==> src/rtl/prio_enc_pkg.sv <==
// Shared constants and helpers for the front-panel switch priority encoder:
// hex font, dash/decimal-point patterns and fixed-width priority search functions.
package prio_enc_pkg;

  localparam int MAX_N     = 256;
  localparam int MAX_IDX_W = 8;

  localparam logic [7:0] SEG_DASH = 8'h40;
  localparam logic [7:0] SEG_DP   = 8'h80;

  // Element 0 is the rightmost entry, so HEX_FONT[d] is the pattern for digit d.
  localparam logic [15:0][6:0] HEX_FONT = {
    7'h71, 7'h79, 7'h5E, 7'h39, 7'h7C, 7'h77, 7'h6F, 7'h7F,
    7'h07, 7'h7D, 7'h6D, 7'h66, 7'h4F, 7'h5B, 7'h06, 7'h3F
  };

  function automatic logic [MAX_IDX_W:0] enc_lsb(input logic [MAX_N-1:0] vec);
    logic [MAX_IDX_W:0] res;
    res = '0;
    for (int i = MAX_N - 1; i >= 0; i--) begin
      res = vec[i] ? {1'b1, MAX_IDX_W'(i)} : res;
    end
    return res;
  endfunction

  function automatic logic [MAX_IDX_W:0] enc_msb(input logic [MAX_N-1:0] vec);
    logic [MAX_IDX_W:0] res;
    res = '0;
    for (int i = 0; i < MAX_N; i++) begin
      res = vec[i] ? {1'b1, MAX_IDX_W'(i)} : res;
    end
    return res;
  endfunction

endpackage

==> src/rtl/hex_to_seg7.sv <==
// Nibble to active-high seven-segment pattern (bit0=a .. bit6=g).
module hex_to_seg7
  import prio_enc_pkg::*;
(
  input  logic [3:0] nib,
  output logic [6:0] seg
);

  // font lookup
  always_comb begin
    seg = HEX_FONT[nib];
  end

endmodule

==> src/rtl/prio_enc_scan.sv <==
// Debounced N-input priority encoder with registered index/valid and a
// time-multiplexed hex readout of the winning index.
module prio_enc_scan
  import prio_enc_pkg::*;
#(
  parameter int N        = 16,
  parameter int IDX_W    = $clog2(N),
  parameter int DEBOUNCE = 1000,
  parameter int DIGITS   = 2,
  parameter int SCAN_DIV = 50000
) (
  input  logic              clk,
  input  logic              rst,
  input  logic [N-1:0]      sw,
  input  logic              en,
  input  logic              msb_first,
  output logic [IDX_W-1:0]  idx_o,
  output logic              valid_o,
  output logic              change_o,
  output logic [7:0]        seg_o,
  output logic [DIGITS-1:0] an_o
);

  localparam int CNT_W = (DEBOUNCE > 1) ? $clog2(DEBOUNCE) : 1;
  localparam int PRE_W = (SCAN_DIV > 1) ? $clog2(SCAN_DIV) : 1;
  localparam int PTR_W = (DIGITS > 1) ? $clog2(DIGITS) : 1;
  localparam int EXT_W = 4 * DIGITS;
  localparam logic [CNT_W-1:0] CNT_LAST = CNT_W'(DEBOUNCE - 1);
  localparam logic [PRE_W-1:0] PRE_LAST = PRE_W'(SCAN_DIV - 1);
  localparam logic [PTR_W-1:0] PTR_LAST = PTR_W'(DIGITS - 1);

  logic [N-1:0]         sync1_r;
  logic [N-1:0]         s_r;
  logic [N-1:0]         p_r;
  logic [N-1:0]         stable_r;
  logic [CNT_W-1:0]     cnt_r;
  logic [PRE_W-1:0]     pre_r;
  logic [PTR_W-1:0]     ptr_r;

  logic [MAX_IDX_W:0]   enc_s;
  logic [IDX_W-1:0]     idx_next_s;
  logic                 valid_next_s;
  logic [EXT_W-1:0]     ext_s;
  logic [3:0]           nib_s;
  logic [6:0]           font_s;
  logic [7:0]           seg_s;
  logic [DIGITS-1:0]    an_s;

  // two-flop synchroniser for the asynchronous switches
  always_ff @(posedge clk or negedge rst) begin
    if (!rst) begin
      sync1_r <= '0;
      s_r     <= '0;
    end else begin
      sync1_r <= sw;
      s_r     <= sync1_r;
    end
  end

  // debounce: any change restarts the hold count; counter saturates at the last value
  always_ff @(posedge clk or negedge rst) begin
    if (!rst) begin
      p_r      <= '0;
      cnt_r    <= '0;
      stable_r <= '0;
    end else if (s_r != p_r) begin
      p_r   <= s_r;
      cnt_r <= '0;
    end else if (cnt_r != CNT_LAST) begin
      cnt_r <= cnt_r + CNT_W'(1);
    end else begin
      stable_r <= p_r;
    end
  end

  // priority search on the committed vector, gated by enable
  always_comb begin
    enc_s = msb_first ? enc_msb(MAX_N'(stable_r)) : enc_lsb(MAX_N'(stable_r));
    if (en) begin
      idx_next_s   = IDX_W'(enc_s[MAX_IDX_W-1:0]);
      valid_next_s = enc_s[MAX_IDX_W];
    end else begin
      idx_next_s   = '0;
      valid_next_s = 1'b0;
    end
  end

  // result register; change flags the same edge the result moves
  always_ff @(posedge clk or negedge rst) begin
    if (!rst) begin
      idx_o    <= '0;
      valid_o  <= 1'b0;
      change_o <= 1'b0;
    end else begin
      idx_o    <= idx_next_s;
      valid_o  <= valid_next_s;
      change_o <= ({valid_next_s, idx_next_s} != {valid_o, idx_o});
    end
  end

  // digit-slot prescaler and digit pointer
  always_ff @(posedge clk or negedge rst) begin
    if (!rst) begin
      pre_r <= '0;
      ptr_r <= '0;
    end else if (pre_r == PRE_LAST) begin
      pre_r <= '0;
      ptr_r <= (ptr_r == PTR_LAST) ? '0 : ptr_r + PTR_W'(1);
    end else begin
      pre_r <= pre_r + PRE_W'(1);
    end
  end

  // select the scanned nibble and build the segment pattern
  always_comb begin
    ext_s = EXT_W'(idx_o);
    nib_s = 4'h0;
    an_s  = '0;
    for (int k = 0; k < DIGITS; k++) begin
      nib_s   = (ptr_r == PTR_W'(k)) ? ext_s[4*k +: 4] : nib_s;
      an_s[k] = (ptr_r == PTR_W'(k));
    end
    seg_s = valid_o ? {1'b0, font_s} : SEG_DASH;
    seg_s = ((ptr_r == '0) && msb_first) ? (seg_s | SEG_DP) : seg_s;
  end

  hex_to_seg7 u_font (
    .nib (nib_s),
    .seg (font_s)
  );

  // registered display drive
  always_ff @(posedge clk or negedge rst) begin
    if (!rst) begin
      seg_o <= 8'h00;
      an_o  <= '0;
    end else begin
      seg_o <= seg_s;
      an_o  <= an_s;
    end
  end

endmodule
==> config.mk <==
export PLATFORM = sky130hd
export DESIGN_NAME = prio_enc_scan
export DESIGN_NICKNAME = d
export VERILOG_FILES = /design/src/rtl/prio_enc_pkg.sv /design/src/rtl/hex_to_seg7.sv /design/src/rtl/prio_enc_scan.sv
export SDC_FILE = /design/constraint.sdc
export NUM_CORES = 1
export LEC_CHECK = 0
export CAP_MARGIN = 20
export CORE_MARGIN = 5
export CORE_UTILIZATION = 52
export DETAILED_ROUTE_END_ITERATION = 10
export GPL_TIMING_DRIVEN = 0
export PLACE_DENSITY = 0.72
export SYNTH_ARGS = -nofsm -noshare
export SYNTH_HDL_FRONTEND = slang
export SYNTH_HIERARCHICAL = 1
export SYNTH_SLANG_ARGS = --single-unit
==> constraint.sdc <==
create_clock -name clk -period 1.9 [get_ports clk]
set_input_delay 0.285 -clock clk [delete_from_list [all_inputs] [get_ports clk]]
set_output_delay 0.285 -clock clk [all_outputs]
set_load 0.1 [all_outputs]
---- Word level (Yosys, flattened, before mapping) ----
Memories as Yosys holds them, arrays and structs flattened.
Index checks and enable logic that the tools add are counted.
storage, ports and cells
  register bits ........................... 107
  ROM bits ................................ 112
  logic and storage cells ................. 70
  memories ................................ 1
operators by class
  reductions and logical operators ........ 3
  mux-type cells .......................... 43
  equal/unequal tests ..................... 4
  add/subtract/negate cells ............... 3
  $lt $le $gt $ge ......................... 1
  bitwise gates (word level) .............. 3
memory list
  memory           depth  bits a word  rd ports  clocked after Yosys merged registers in  wr ports  RTL line           text
  (no name shown)  16     7            1         0                                        0         hex_to_seg7.sv:11  seg = HEX_FONT[nib];
operator list
  kind                     count
  $mux W9                  33
  $mux W10                 2
  $add A16 B1 Y16 const B  1
  $eq A16 B16 Y1 const B   1
  $mux W16                 1
  $ne A16 B16 Y1           1
  $mux W7                  2
  $add A10 B1 Y10 const B  1
  $ne A10 B10 Y1 const B   1
  $mux W4                  2
  $mux W8                  1
  $lt A4 B5 Y1 const B     1
  $ne A5 B5 Y1             1
  $not A1 Y1               3
  $mux W1                  2
  $reduce_and A2 Y1        1
  $reduce_bool A2 Y1       1
  $add A1 B1 Y1 const B    1
  $logic_and A1 B1 Y1      1

---- Depth between registers and ports, before layout ----
  word-level depth ........................ 19
  mapped depth ............................ 7
  gate-level depth less buffers ........... 7

---- By module ----
The synthesis kept the hierarchy.
by module, submodules not included
  module         cells an instance  times used  area each (um2)
  prio_enc_scan  342                1           4254.1
  hex_to_seg7    33                 1           282.8

---- Worst setup path before layout ----
Ideal clock, no wire load.
  kind .................................... register to register
  start ................................... reg idx_o[0]
  end ..................................... reg seg_o[3]
  cell stages (with the launch flop) ...... 6
  arrival time ............................ 2310 ps
  clock period less this slack ............ 2433 ps
  data required time ...................... 1777 ps
  library setup time ...................... 123 ps
  path slack .............................. -533 ps
  buffers on the path ..................... 0
  cells stage by stage .................... dfrtp_1 nor2b_1 inv_1 ha_1 mux4_2 and2_1
between the ends
  cells in the longest elaborated chain, start to end .. 5
RTL lines
  element                        RTL line              text
  start: declaration             prio_enc_scan.sv:17   output logic [IDX_W-1:0] idx_o,
  start signal: assignment       prio_enc_scan.sv:95   idx_o <= idx_next_s;
  $mux W4                        prio_enc_scan.sv:120  nib_s = (ptr_r == PTR_W'(k)) ? ext_s[4*k +: 4] : nib_s;
  via nib_s[0]                   prio_enc_scan.sv:44   logic [3:0] nib_s;
  $mem_v2 Z16 W7                 -
  $mux W7 (implied by the code)  hex_to_seg7.sv:11
  via font_s[3]                  prio_enc_scan.sv:45   logic [6:0] font_s;
  $mux W7                        prio_enc_scan.sv:123  seg_s = valid_o ? {1'b0, font_s} : SEG_DASH;
  $mux W8                        prio_enc_scan.sv:124  seg_s = ((ptr_r == '0) && msb_first) ? (seg_s | SEG_DP) : seg_s;
  via seg_s[3]                   prio_enc_scan.sv:46   logic [7:0] seg_s;
  end signal: assignment         prio_enc_scan.sv:138  seg_o <= seg_s;
  end: declaration               prio_enc_scan.sv:20   output logic [7:0] seg_o,
The timed path passes the listed nets, and every way through them passes these cells. The select of a mux whose other input is x is not followed.
A chain may end at the register's enable or synchronous reset.

---- Worst setup path after layout ----
  start ................................... reg s_r[5]
  end ..................................... reg stable_r[7]
between the ends
  cells in the longest elaborated chain, start to end .. 3
RTL lines
  element                             RTL line             text
  start: declaration                  prio_enc_scan.sv:33  logic [N-1:0] s_r;
  start signal: assignment            prio_enc_scan.sv:56  s_r <= sync1_r;
  $ne A16 B16 Y1                      prio_enc_scan.sv:66  end else if (s_r != p_r) begin
  $not A1 Y1 (no source line)         -
  $reduce_and A2 Y1 (no source line)  -
  end signal: assignment              prio_enc_scan.sv:72  stable_r <= p_r;
  end: declaration                    prio_enc_scan.sv:35  logic [N-1:0] stable_r;
Every way passes these cells.

==> results.txt <==
- The run finished, with violations left.
- Violated checks: setup timing
- Utilization of the core after routing: 64.0%
- Of all flip-flops after synthesis, the portion carrying an async set or reset was 100%.
- I/O pins: 36
- On the critical path the largest part of the delay comes from simple AND/OR/NAND/NOR gates.
- Top-area cell type share of the netlist area: 59.0%
* Class of the most critical hold timing path: primary input to flop
- Antenna violations before repair: 0
- Registers take 2690 um^2.
- Cell with the biggest individual delay on the critical path: sky130_fd_sc_hd__dfrtp_1
* Number of cells on the worst reg-to-reg path: 7
- Fraction of final layout cells with drive strength greater than 1: 22.5%
- Of all nets on the critical path, the largest fanout is 5.
- The routed design could run at a clock period as short as 2.19 ns.
- Arr. time, crit path: 2.44 ns
- Routability-driven placement finished with a final weighted congestion of 0.817.
* First-pass GRT wire length: approximately 13,000 um
- The count of buffers added on input and output ports is 35.
- After floorplanning, the core was sized to cover 8590 um^2.
- In the synthesized netlist, the number of instances is around 380.
- Hold violation count in the final report: 0
- Total of flip-flops plus latches after synthesis: 107
- WP depth: 7
- Entering global routing, the biggest net connects 74 pins.
- Worst EP required: around 2.2 ns
- Counting distinct cell types in the post-synthesis netlist gives 50.
* Drt first-iter violations: 125
* Synthesized net count: 404
- Total area of multi-input combinational cells: between 1500 and 2000 um^2
* Mean instance size in the synthesized netlist: about 12 um^2
- In the routed design, unresolved DRC markers number 0.
- Drt wl/cell: ~14 um
- Part of the Yosys area used for sequential elements: slightly below 60%
- Clock tree synthesis selected as its root buffer the cell sky130_fd_sc_hd__clkbuf_8.
- From left edge to right edge, the die measures between 100 and 150 um.
- DRT Wirelength: approximately 8000 um
* Minimum setup slack after placement: -0.512 ns
- In the post-route analysis, the smallest setup slack over all paths is -0.294 ns.
* Total inserted antenna cells: 0
- Number of global-route vias before repair: 2,868
- Final period utilization: 115%
- Traced cell by cell, the critical path runs through xor2_1, nor4_2, nand4_1, or3_1, buf_6, buf_12, mux2_4.
* Crit-path max cell delay: around 0.40 ns
- Summed over all instances, the cell type with the most area after synthesis is sky130_fd_sc_hd__dfrtp_1.
- For this design the ratio of total power to cell area is 709 nW/um^2.
- Maximum achievable frequency: roughly 460 MHz
* # H-tree levels: 3
- Clock latency on the worst-skew pair, taken at its later pin, is 0.36 ns.
* Number of inserted filler cells in the final layout: 682
* Aggregate global-route resource usage: between 10% and 20%
- Post-DR vias/cell: between 5 and 6
- CTS buffer count: 9
* Number of warnings issued by yosys: 6
* Detailed Place HPWL: 5480 um
- Worst vdd rail ir drop: a little under 0.0005 V
* Clock-pin slew on the worst setup and hold paths: 0.10 ns
- Summing every instance area after synthesis gives 4540 um^2.
- Transition time of the tightest slew-check pin: 0.971 ns
* Pins over their slew limit: 0
- Clock Skews: around 0.009 ns
- The count of nets left with antenna violations once routing finished came out at 0.
* Overflow left after global routing: 0
- RSZ-0062 raised after global routing: true
* First-pass DRT Iterations: 4
- Cell depth of the worst min-delay path: 1
- Effective utilization at floorplan: 52.8%
- Type of the worst setup path: flop to flop
* Detailed-route via count: 2,907
* Leakage power total: about 2.6 nW
* Max capacitance violation total: 0
- Post-synth EDFFs: 0
* Count of buffer and inverter cells on the critical path: 2
- Ys flop type: sky130_fd_sc_hd__dfrtp_1
* Number of placement rows: 34
- The die covers 10,700 um^2.
* Headroom to the max-slew limit: 35.6%
* Area contributors post-synth: sky130_fd_sc_hd__dfrtp_1 59%, sky130_fd_sc_hd__xor2_1 5.8%, sky130_fd_sc_hd__mux2_4 3.3%
* Synth-to-layout area growth: 21.2%
* Clock sink count: 107
- Measured along the y axis, the die boundary spans 103 um.
- Setup violations remaining at the end of the flow were counted as 17.
- Setup crit start kind: flop
- Net count reported at finish: between 400 and 500
- TritonCTS built the clock tree.
- Counting along the longest clock path gives a buffer depth of 2.
* Sort of element at the end of the critical path: flop
-- power breakdown --
part | switching, mW | internal [mW] | leakage (nW)
registers | 0.0292 | 2.33 | 1.34
logic | 0.0852 | 0.0708 | 1.11
clock network | 0.741 | 0.646 | 0.0992
total | 0.856 | 3.04 | 2.55
-- cell families after synthesis --
group                      synth area share [%]
and+or+nand+nor                            14.0
buffers and inverters                      3.89
xor gates and xnor gates                   7.14
DFF                                        59.0
muxes                                      7.17
AOI/OAI and AO/OA                          6.32
adders and majority gates                  2.48
-- synthesized netlist by cell type, drive strengths merged (7+ instances only) --
master,number
clkbuf,19
a21oi,13
nor4,7
o21ai,7
nor2b,9
inv,14
and2,7
nand2,15
xor2,30
xnor2,7
ha,9
nor2,32
dfrtp,107
nand3,9
mux2,20
-- sequential cells by signal, indices dropped and copies added (netlist names) --
register  count
pre_r        16
change_o      1
seg_o         8
sync1_r      16
idx_o         4
stable_r     16
p_r          16
cnt_r        10
ptr_r         1
s_r          16
valid_o       1
an_o          2
-- worst reg2reg max path: cells and delay by family, from the launching register on --
kind | cells | cell delay [ns]
xor+xnor | 1 | 0.18
simple gates | 3 | 0.93
mux | 1 | 0.29
buf+inv | 2 | 0.28
flops | 1 | 0.40
-- stage by stage --
stage	power (mW)	area [um^2]	setup TNS, ns	hold slack (ns)	cells
6_report	3.90	5500	-4.63	0.352	552
5_1_grt	4.08	5500	-5.75	0.319	552
4_1_cts	3.96	5410	-4.71	0.329	543
3_5_place_dp	2.56	5090	-7.55	0.282	519
3_3_place_gp	2.55	5070	-366.19	0.333	518
2_1_floorplan	2.45	4580	-1.55	-0.0106	375
-- per-layer routing --
metal	GRT usage [%]	vias to the layer above	share of wire, %	wire, um
met3	3.55	9	3.8	300
met2	25.3	57	48	3880
met1	22.0	1442	46	3700
met4	5.98	0	1.4	114
met5	0	-	0	0
li1	-	1399	-	-
-- placed cells by master, fill, tap and decap left out, types with 4 or more instances in the layout --
| cell type | Yosys | final |
|---|---|---|
| sky130_fd_sc_hd__dfrtp_1 | 107 | 98 |
| sky130_fd_sc_hd__nor2_1 | 32 | 32 |
| sky130_fd_sc_hd__xor2_1 | 30 | 30 |
| sky130_fd_sc_hd__clkbuf_1 | 19 | 18 |
| sky130_fd_sc_hd__clkdlybuf4s50_1 | 0 | 18 |
| sky130_fd_sc_hd__buf_4 | 1 | 18 |
| sky130_fd_sc_hd__nand2_1 | 15 | 15 |
| sky130_fd_sc_hd__inv_1 | 13 | 13 |
| sky130_fd_sc_hd__a21oi_1 | 13 | 11 |
| sky130_fd_sc_hd__dlygate4sd2_1 | 0 | 11 |
| sky130_fd_sc_hd__mux2_2 | 10 | 10 |
| sky130_fd_sc_hd__mux2_4 | 10 | 10 |
| sky130_fd_sc_hd__clkbuf_8 | 0 | 10 |
| sky130_fd_sc_hd__nand3_1 | 9 | 9 |
| sky130_fd_sc_hd__ha_1 | 9 | 8 |
| sky130_fd_sc_hd__and2_1 | 7 | 7 |
| sky130_fd_sc_hd__nor2b_1 | 9 | 7 |
| sky130_fd_sc_hd__o21ai_0 | 7 | 7 |
| sky130_fd_sc_hd__xnor2_1 | 7 | 7 |
| sky130_fd_sc_hd__dfrtp_2 | 0 | 7 |
| sky130_fd_sc_hd__nor3_1 | 6 | 6 |
| sky130_fd_sc_hd__nand2b_1 | 6 | 5 |
| sky130_fd_sc_hd__or2_2 | 4 | 4 |
| sky130_fd_sc_hd__or4_4 | 0 | 4 |
| sky130_fd_sc_hd__nor4_1 | 7 | 4 |
| sky130_fd_sc_hd__mux2i_1 | 4 | 4 |
| sky130_fd_sc_hd__and3_1 | 4 | 4 |
-- final cells by class --
| type | count | area share [%] |
|---|---|---|
| clock inverters | 5 | 1.09 |
| inverters | 14 | 1.00 |
| plain buffers | 22 | 2.14 |
| flip-flops and latches | 107 | 49.0 |
| clock buffers | 10 | 2.50 |
| multi-input cells | 231 | 32.3 |
| well taps | 108 | 2.46 |
| repair buffers | 55 | 9.53 |
-- path summary, 6_finish.rpt --
path                            start     endpoint  slack [ns]
hold / removal                  sw[3]   sync1_r[3]        0.35
setup / recovery               s_r[5]  stable_r[7]       -0.29
hold reg to reg            sync1_r[4]       s_r[4]        0.35
min in group asynchronous         rst     idx_o[0]        0.42
setup reg to reg               s_r[5]  stable_r[7]       -0.29
max in group asynchronous         rst  stable_r[4]        0.78
-- what timing repair did --
action	CTS	global route
gates resized for setup	37	9
endpoints found under the setup margin	35	22
pin swaps	5	5
buffers inserted	7	10
gates cloned	1	0
hold endpoints to repair	34	0
hold buffers	1	0
Power figures use the tool's default switching activity.
